--- src/rtl/pll_ctrl_pkg.sv ---
// Shared types and constants for the PLL phase scanner and its window error counter.
// Latency: n/a (declarations only).
// Backpressure: n/a (declarations only).
package pll_ctrl_pkg;

    localparam int PHASE_W   = 8;
    localparam int LEN_W     = PHASE_W + 1;
    localparam int ERR_W_DEF = 16;

    // Error value recorded for a phase whose lock never arrived.
    localparam logic [ERR_W_DEF-1:0] ERR_SAT_DEF = '1;

    typedef enum logic [2:0] {
        ST_IDLE,
        ST_ISSUE,
        ST_SETTLE,
        ST_MEASURE,
        ST_EVAL,
        ST_APPLY,
        ST_DONE
    } state_t;

    // What the current update/settle sequence belongs to.
    typedef enum logic [1:0] {
        MODE_SCAN,
        MODE_MAN,
        MODE_APPLY
    } mode_t;

    // An error-free run of phases: first phase visited and number of phases.
    typedef struct packed {
        logic [PHASE_W-1:0] start;
        logic [LEN_W-1:0]   len;
    } run_t;

    // Result of a completed sweep.
    typedef struct packed {
        logic [PHASE_W-1:0] phase;
        logic               valid;
    } scan_result_t;

    // Centre of a run, rounding down when the run length is even.
    function automatic logic [PHASE_W-1:0] run_centre(
        input logic [PHASE_W-1:0] start,
        input logic [LEN_W-1:0]   len,
        input logic [PHASE_W-1:0] step
    );
        logic [LEN_W-1:0]         half;
        logic [LEN_W+PHASE_W-1:0] off;
        half = (len - 1'b1) >> 1;
        off  = half * step;
        return start + off[PHASE_W-1:0];
    endfunction

endpackage

--- src/rtl/window_err_counter.sv ---
// Counts err_pulse over a fixed window of WINDOW_CYCLES cycles, saturating at all-ones.
// Latency: window opens the cycle after start; done pulses the cycle after the last window cycle.
// Backpressure: none; start while running restarts the window, clear drops it immediately.
module window_err_counter #(
    parameter int WINDOW_CYCLES = 65536,
    parameter int ERR_W         = 16
) (
    input  logic             clk,
    input  logic             reset_n,
    input  logic             clear,
    input  logic             start,
    input  logic             err_pulse,
    output logic             done,
    output logic [ERR_W-1:0] err_cnt
);

    localparam int               WIN_W    = $clog2(WINDOW_CYCLES + 1);
    localparam logic [WIN_W-1:0] WIN_LAST = WIN_W'(WINDOW_CYCLES - 1);
    localparam logic [ERR_W-1:0] ERR_SAT  = '1;

    logic             running;
    logic [WIN_W-1:0] win_cnt;

    // Window timer and saturating error accumulator.
    always_ff @(posedge clk or negedge reset_n) begin
        if (!reset_n) begin
            running <= 1'b0;
            win_cnt <= '0;
            err_cnt <= '0;
            done    <= 1'b0;
        end else if (clear) begin
            running <= 1'b0;
            win_cnt <= '0;
            done    <= 1'b0;
        end else begin
            done <= 1'b0;
            if (start) begin
                running <= 1'b1;
                win_cnt <= '0;
                err_cnt <= '0;
            end else if (running) begin
                if (err_pulse && (err_cnt != ERR_SAT)) begin
                    err_cnt <= err_cnt + 1'b1;
                end
                if (win_cnt == WIN_LAST) begin
                    running <= 1'b0;
                    done    <= 1'b1;
                end else begin
                    win_cnt <= win_cnt + 1'b1;
                end
            end
        end
    end

endmodule

--- src/rtl/pll_phase_scanner.sv ---
// Sweeps PLL phase, scores each by error count, programs the centre of the longest clean run.
// Latency: one update per phase plus settle/lock/window time; scan_done marks the settled result.
// Backpressure: scan_start/man_update only taken in IDLE; man_update otherwise gets man_reject.
module pll_phase_scanner
    import pll_ctrl_pkg::*;
#(
    parameter logic [PHASE_W-1:0] PHASE_MAX     = 8'd63,
    parameter logic [PHASE_W-1:0] PHASE_STEP    = 8'd1,
    parameter int                 SETTLE_CYCLES = 65536,
    parameter int                 WINDOW_CYCLES = 65536,
    parameter int                 ERR_W         = ERR_W_DEF
) (
    input  logic               clk,
    input  logic               reset_n,
    input  logic               scan_start,
    input  logic               scan_abort,
    input  logic               man_update,
    input  logic [PHASE_W-1:0] man_phase,
    input  logic               man_clksrc,
    input  logic               pll_locked,
    input  logic               err_pulse,
    output logic               update,
    output logic [PHASE_W-1:0] pll_phase,
    output logic               pll_clksrc,
    output logic               busy,
    output logic               scan_done,
    output logic [PHASE_W-1:0] best_phase,
    output logic               best_valid,
    output logic               man_reject
);

    localparam int               CNT_W       = $clog2(SETTLE_CYCLES + 1);
    localparam logic [CNT_W-1:0] SETTLE_LAST = CNT_W'(SETTLE_CYCLES - 1);
    localparam logic [CNT_W-1:0] SETTLE_LOAD = CNT_W'(SETTLE_CYCLES);
    localparam logic [ERR_W-1:0] ERR_SAT     = '1;

    state_t             state;
    mode_t              mode;
    logic [PHASE_W-1:0] cur;
    logic               clk_sel;
    logic [CNT_W-1:0]   settle_cnt;
    logic               lock_wait;
    logic [CNT_W-1:0]   guard_cnt;
    logic [ERR_W-1:0]   phase_err;
    logic [ERR_W-1:0]   min_err;
    logic [PHASE_W-1:0] min_phase;
    run_t               run;
    run_t               best_run;
    scan_result_t       pend;

    logic               win_start;
    logic               win_clear;
    logic               win_done;
    logic [ERR_W-1:0]   win_err;

    run_t               run_nxt;
    run_t               best_nxt;
    logic               min_take;
    logic [PHASE_W:0]   next_cur;
    scan_result_t       apply_res;

    assign busy      = (state != ST_IDLE);
    assign win_clear = busy && scan_abort;

    window_err_counter #(
        .WINDOW_CYCLES (WINDOW_CYCLES),
        .ERR_W         (ERR_W)
    ) u_win (
        .clk       (clk),
        .reset_n   (reset_n),
        .clear     (win_clear),
        .start     (win_start),
        .err_pulse (err_pulse),
        .done      (win_done),
        .err_cnt   (win_err)
    );

    // Run/min bookkeeping for the phase being evaluated, and the final pick.
    always_comb begin
        run_nxt  = run;
        best_nxt = best_run;
        if (phase_err == '0) begin
            if (run.len == '0) begin
                run_nxt.start = cur;
            end
            run_nxt.len = run.len + 1'b1;
            // Strictly longer only, so the earliest of equal runs survives.
            if (run_nxt.len > best_run.len) begin
                best_nxt = run_nxt;
            end
        end else begin
            run_nxt.len = '0;
        end

        // The sweep always starts at phase 0, which seeds the minimum.
        min_take = (cur == '0) || (phase_err < min_err);
        next_cur = {1'b0, cur} + {1'b0, PHASE_STEP};

        if (best_run.len != '0) begin
            apply_res.phase = run_centre(best_run.start, best_run.len, PHASE_STEP);
            apply_res.valid = 1'b1;
        end else begin
            apply_res.phase = min_phase;
            apply_res.valid = 1'b0;
        end
    end

    // Sequencer: update issue, settle/lock wait, measurement, evaluation and result apply.
    always_ff @(posedge clk or negedge reset_n) begin
        if (!reset_n) begin
            state      <= ST_IDLE;
            mode       <= MODE_SCAN;
            cur        <= '0;
            clk_sel    <= 1'b0;
            settle_cnt <= '0;
            lock_wait  <= 1'b0;
            guard_cnt  <= '0;
            phase_err  <= '0;
            min_err    <= '0;
            min_phase  <= '0;
            run        <= '0;
            best_run   <= '0;
            pend       <= '0;
            win_start  <= 1'b0;
            update     <= 1'b0;
            pll_phase  <= '0;
            pll_clksrc <= 1'b0;
            scan_done  <= 1'b0;
            best_phase <= '0;
            best_valid <= 1'b0;
            man_reject <= 1'b0;
        end else begin
            update     <= 1'b0;
            scan_done  <= 1'b0;
            man_reject <= 1'b0;
            win_start  <= 1'b0;

            // Spacing guard: a new update may not follow the last within SETTLE_CYCLES.
            if (guard_cnt != '0) begin
                guard_cnt <= guard_cnt - 1'b1;
            end

            if (man_update && (busy || scan_start)) begin
                man_reject <= 1'b1;
            end

            if (busy && scan_abort) begin
                state      <= ST_IDLE;
                lock_wait  <= 1'b0;
                settle_cnt <= '0;
            end else begin
                case (state)
                    ST_IDLE: begin
                        if (scan_start) begin
                            cur      <= '0;
                            clk_sel  <= pll_clksrc;
                            run      <= '0;
                            best_run <= '0;
                            min_err  <= '0;
                            min_phase <= '0;
                            mode     <= MODE_SCAN;
                            state    <= ST_ISSUE;
                        end else if (man_update) begin
                            cur     <= man_phase;
                            clk_sel <= man_clksrc;
                            mode    <= MODE_MAN;
                            state   <= ST_ISSUE;
                        end
                    end

                    ST_ISSUE: begin
                        if (guard_cnt == '0) begin
                            update     <= 1'b1;
                            pll_phase  <= cur;
                            pll_clksrc <= clk_sel;
                            guard_cnt  <= SETTLE_LOAD;
                            settle_cnt <= '0;
                            lock_wait  <= 1'b0;
                            state      <= ST_SETTLE;
                        end
                    end

                    ST_SETTLE: begin
                        if (!lock_wait) begin
                            if (settle_cnt == SETTLE_LAST) begin
                                settle_cnt <= '0;
                                lock_wait  <= 1'b1;
                            end else begin
                                settle_cnt <= settle_cnt + 1'b1;
                            end
                        end else if (pll_locked || (settle_cnt == SETTLE_LAST)) begin
                            lock_wait  <= 1'b0;
                            settle_cnt <= '0;
                            case (mode)
                                MODE_MAN: state <= ST_IDLE;
                                MODE_APPLY: begin
                                    best_phase <= pend.phase;
                                    best_valid <= pend.valid;
                                    scan_done  <= 1'b1;
                                    state      <= ST_DONE;
                                end
                                default: begin
                                    if (pll_locked) begin
                                        win_start <= 1'b1;
                                        state     <= ST_MEASURE;
                                    end else begin
                                        phase_err <= ERR_SAT;
                                        state     <= ST_EVAL;
                                    end
                                end
                            endcase
                        end else begin
                            settle_cnt <= settle_cnt + 1'b1;
                        end
                    end

                    ST_MEASURE: begin
                        if (win_done) begin
                            phase_err <= win_err;
                            state     <= ST_EVAL;
                        end
                    end

                    ST_EVAL: begin
                        run      <= run_nxt;
                        best_run <= best_nxt;
                        if (min_take) begin
                            min_err   <= phase_err;
                            min_phase <= cur;
                        end
                        if (next_cur > {1'b0, PHASE_MAX}) begin
                            state <= ST_APPLY;
                        end else begin
                            cur   <= next_cur[PHASE_W-1:0];
                            state <= ST_ISSUE;
                        end
                    end

                    ST_APPLY: begin
                        pend  <= apply_res;
                        cur   <= apply_res.phase;
                        mode  <= MODE_APPLY;
                        state <= ST_ISSUE;
                    end

                    ST_DONE: begin
                        state <= ST_IDLE;
                    end

                    default: state <= ST_IDLE;
                endcase
            end
        end
    end

endmodule
--- config.mk ---
export PLATFORM = sky130hd
export DESIGN_NAME = pll_phase_scanner
export DESIGN_NICKNAME = d
export VERILOG_FILES = /design/src/rtl/pll_ctrl_pkg.sv /design/src/rtl/window_err_counter.sv /design/src/rtl/pll_phase_scanner.sv
export SDC_FILE = /design/constraint.sdc
export NUM_CORES = 1
export LEC_CHECK = 0
export CAP_MARGIN = 25
export CELL_PAD_IN_SITES_DETAIL_PLACEMENT = 1
export CELL_PAD_IN_SITES_GLOBAL_PLACEMENT = 1
export CORE_MARGIN = 2
export CORE_UTILIZATION = 49
export DETAILED_ROUTE_END_ITERATION = 8
export PLACE_DENSITY = 0.78
export SLEW_MARGIN = 20
export SYNTH_ARGS = -nofsm -noshare
export SYNTH_HDL_FRONTEND = slang
export SYNTH_SLANG_ARGS = --single-unit
--- constraint.sdc ---
create_clock -name clk -period 3.5 [get_ports clk]
set_input_delay 0.7 -clock clk [delete_from_list [all_inputs] [get_ports clk]]
set_output_delay 0.7 -clock clk [all_outputs]
set_load 0.01 [all_outputs]
# Word level (Yosys, flattened, before mapping)
# Cells that the tools add are included.
# totals
inputBits	16
out_inout_bits	22
ff_bits	189
# classes
magnitude_cmp	3
muxes	87
bitwise	1
n_eq_ne	27
n_reduce_logical	39
add_sub_neg	8
# op_table
cell	count
$mux 17	16
$mux 16	10
$pmux 17 s2	3
$pmux 16 s2	2
$mux 8	7
$add 17x1->17 const B	2
$eq 17x16->1 const B	2
$mux 1	30
$mux 3	9
$pmux 8 s3	1
$mux 9	2
$ne 2x2->1 const B	9
$pmux 3 s6	1
$logic_not 17->1	1
$reduce_bool 17->1	1
$sub 17x1->17 const B	1
$add 16x1->16 const B	1
$logic_not 16->1	1
$lt 16x16->1	1
$ne 16x16->1 const B	1
$pmux 8 s2	1
$reduce_and 3->1	5
$reduce_and 5->1	3
$ne 3x2->1 const B	4
other kinds (32)	51

# Depth between registers and ports, before layout
# logic_depth
word_depth	7
depth_mapped	14
ltp_nobuf	12

# Modules after synthesis
# A second synthesis with hierarchy kept.
# hier_totals
cells_unflattened	1108
hier_area_um2	10477.5
# modules_own_cells
module	area_each_um2	cells_per_inst	instances
pll_phase_scanner	8516.9	903	1
window_err_counter	1960.6	205	1

# Worst setup path after synthesis
# OpenSTA, ideal clock, no wires.
# synth_timing
path_kind	reg-to-reg
start	register run[0] (netlist bit)
end	register best_run[16] (netlist bit)
period_less_slack_ns	2.750
path_stages_with_launch	13
setup_time_ns	0.125
t_arrival_ns	2.625
required_ns	3.375
slack_ns	0.750
cell_sequence	dfrtp_1 ha_1 and3_1 nand3_1 xnor2_1 ha_1 nand2_1 a21oi_1 o41ai_1 a21oi_1 o21ai_2 buf_2 mux2_2
# synth_between
elab_chain_cells	5
word_cells_on_any_way	9
cone_classes	add/sub: 1; order compare: 1; eq/ne: 1; mux: 4; reduce/logical: 2
# synth_lines
item	line	source
start, declared	pll_phase_scanner.sv:47	run_t run;
start signal, assigned	pll_phase_scanner.sv:225	run <= run_nxt;
parallel branches: the longest is 5 deep, another holds $add 9x1->9	n/a	
end signal, assigned	pll_phase_scanner.sv:226	best_run <= best_nxt;
end, declared	pll_phase_scanner.sv:48	run_t best_run;
# Several ways; the timed one is not identified. The select of a mux whose other input is x is not followed.
# A chain may end at the register's enable or synchronous reset.

# Final worst setup path
# layout_timing
start	register run[2] (netlist bit)
end	register best_run[3] (netlist bit)
# layout_between
elab_chain_cells	4
word_cells_on_any_way	7
cone_classes	add/sub: 1; order compare: 1; eq/ne: 1; mux: 3; reduce/logical: 1
# layout_lines
item	line	source
$add 9x1->9 *	pll_phase_scanner.sv:86	run_nxt.len = run.len + 1'b1;
$gt 9x9->1 / $mux 17 (equally long branches)	pll_phase_scanner.sv:88	if (run_nxt.len > best_run.len) begin
$ne 2x2->1 (no line) / $mux 17 (equally long branches)	n/a	
$reduce_and 5->1 (no line) / $pmux 17 s2 (equally long branches)	n/a	
# Every way passes the cells marked *; elsewhere a longest branch is shown, timed or not. The select of a mux whose other input is x is not followed.

==> impl_metrics.toml <==
[clock_network]
path_clk_slew_ns = 0.07
clock_latency_ns = 0.45
cts_buffer_depth = 2
cts_resized = 0
cts_tree = "built"
cts_max_level = 4
cts_buffers = 17
post_cts.repair.setup_buffers = 0
cts_sinks = 189
ctsHoldBuffers = 0
root_buffer = "clkbuf_16"

[route]
first_pass_iters = 4
wl_um = 26400
postRouteAntennaNets = 0
drcViolationCount = 0
num_vias = 7926
wire_per_inst_um = 19.3
avgViaCountPerCell = 5.80
drtIter0Drc = 408

[yosys]
yosysMostFrequentCell = "dfrtp_1"
yosysWarnings = 0
synth_nets = 1110
syn-cell-area_um2 = 10100
ys_seq_elements = 189
ys_seq_area_share_pct = 46.6
synth_top_area_share_pct = 46.6
yosys_most_used_dff = "dfrtp_1"
netlist_top_cells_count = "dfrtp_1 (189), nand2_1 (119), nor2_1 (115), o21ai_0 (56), a21oi_1 (52)"
yosys-top-cells-area = "dfrtp_1 (47%), ha_1 (5.8%), nand2_1 (4.4%), nor2_1 (4.3%), mux2_2 (3.2%)"
synth_top_area_cell = "dfrtp_1"
async_flop_share_pct = 100
avgSynthCellArea_um2 = 9.70
ys_types = 75
synth_edf_count = 0
synth_cells = 1046

[power_and_ir_drop]
p_leak_uw = 0.00523
power.internal_uw = 4220
power.density_nw_per_um2 = 553
combPwrFrac_pct = 22.5
seqPwrFrac_pct = 44.1
vdd_drop_max_mv = 0.318
switching_share_pct = 33.5
clockPowerShare_pct = 33.4
switchingPower_uw = 2130
p_total_uw = 6350

[sta]
skew_ns = 0.0130
finalSetupViolations = 0
tns_ns = 0
slew_violations = 0
min_period_ns = 3.18
max_freq_mhz = 315
max_slew.worst_pin.slew_ns = 0.758
max_slew_margin_pct = 49.5
period_share_pct = 90.8
rsz0062_at_grt = "no"
finalHoldViolations = 0

[layout]
final_net_count = 1148
layout.cells.non_filler = 1366
syn_to_final_growth_pct = 13.2
fin_area_um2 = 11500
drive_above_1_share_pct = 9.67
utilization_pct = 56.6
n_antenna_cell = 0

[setup_path]
critPathMaxFanout = 11
cp_slowest_stage_delay_ns = 0.56
crit_family = "compound AO/OA/AOI/OAI gates"
start_kind = "flip-flop"
path_class = "reg -> reg"
crit_chain = "and3_1, and3_1, nand3_1, xnor2_1, ha_1, nand2_1, a21oi_1, o41ai_1, a21oi_1, o21ai_2, buf_4, mux2i_1"
crit_path_end_kind = "flip-flop"
crit_arrival_ns = 3.54
path_buf_inv = 1
crit_required_ns = 3.86
slowest_stage = "o21ai_2"

[grt]
antenna_found_initial = 0
grt_use_met3_pct = 4.17
first_global_vias = 8425
grt_use_total_pct = 25.7
grt_overflow_total = 0
grt_start_max_net_pins = 92
gr-usage-met1_pct = 36.0
grt.busiest_layer = "met2"
grt_pass1_wl_um = 44700
grt_use_met2_pct = 42.1

[floorplan]
die_w_um = 148
fp.dieH_um = 148
boundaryPins = 38
die-area_um2 = 21900
core.rowCount = 52
core-area_um2 = 20300
start_util_pct = 50.0

[outcome]
outcome = "finished clean"

[placed_design]
post-place-cells = 1335
dp_hpwl_um = 18500
placed_area_um2 = 10800
portBuffers = 37
place.gp.congestion = 0.869

[flow_run]
maxCapViolations = 0

[min_path]
hp-class = "in -> async"
state kept, by name, indices dropped and copies added, names as in the netlist, 2 cells and up:
signal / flops
pend: 9
state: 3
pll_phase: 8
cur: 8
phase_err: 16
guard_cnt: 17
min_err: 16
mode: 2
best_phase: 8
best_run: 17
u_win.err_cnt: 16
settle_cnt: 17
min_phase: 8
run: 17
u_win.win_cnt: 17
path summary, 6_finish.rpt:
check	startpoint	slack, ns	cells after the start	to
max in group asynchronous	reset_n	2.36	2	u_win.win_cnt[16]
worst max register to register	run[2]	0.32	12	best_run[3]
min in group clk	pll_phase[5]	0.46	2	pll_phase[5]
worst min-delay path	reset_n	0.30	1	min_err[10]
worst max-delay path	run[2]	0.32	12	best_run[3]
worst min register to register	pll_phase[5]	0.46	2	pll_phase[5]
cell families after synthesis:
| group | Yosys count | share of synthesized area (%) |
|---|---|---|
| XOR/XNOR | 65 | 5.61 |
| buffers and inverters | 87 | 3.70 |
| AND/OR/NAND/NOR | 396 | 19.0 |
| AO/OA/AOI/OAI | 212 | 13.9 |
| flip-flops | 189 | 46.6 |
| multiplexers | 49 | 5.19 |
| adder cells (fa/ha/maj) | 48 | 6.00 |
metrics by stage:
step,setup slack (ns),hold WS (ns)
floorplan,0.750,0.404
global placement,0.584,0.450
detailed placement,0.398,0.455
CTS,0.341,0.351
global route,0.0563,0.378
finish,0.322,0.295
routing by layer:
metal	part of all wire, %	routed length, um	vias to the layer above
met2	48	12700	106
met4	1.7	448	0
li1	-	-	3758
met3	2.4	628	34
met1	48	12600	4028
met5	0	0	-
cell usage in the layout, fill, tap and decap left out, types with 32 or more instances in the layout:
cell / instances
dfrtp_1: 189
a21oi_1: 52
inv_1: 46
nor2_1: 115
nand2_1: 119
xor2_1: 33
o21ai_0: 56
clkdlybuf4s50_1: 36
ha_1: 47
xnor2_1: 32
cell type report:
class / instances / area, um2
clock buffer: 20 / 447
clock inverter: 11 / 184
multi-input combinational: 770 / 5050
timing repair buffer: 60 / 559
inverter: 46 / 173
sequential: 189 / 4730
fill: 2297 / 8820
tap: 270 / 338
power groups by stage:
stage	clock network [uW]	registers, uW	logic [uW]
6_report	2120	2800	1430
5_1_grt	2230	2840	1590
4_1_cts	2150	2790	1440
3_5_place_dp	0	2830	1410
3_3_place_gp	0	2810	1360
2_1_floorplan	0	2640	1090
(Power assumes the default switching activity.)
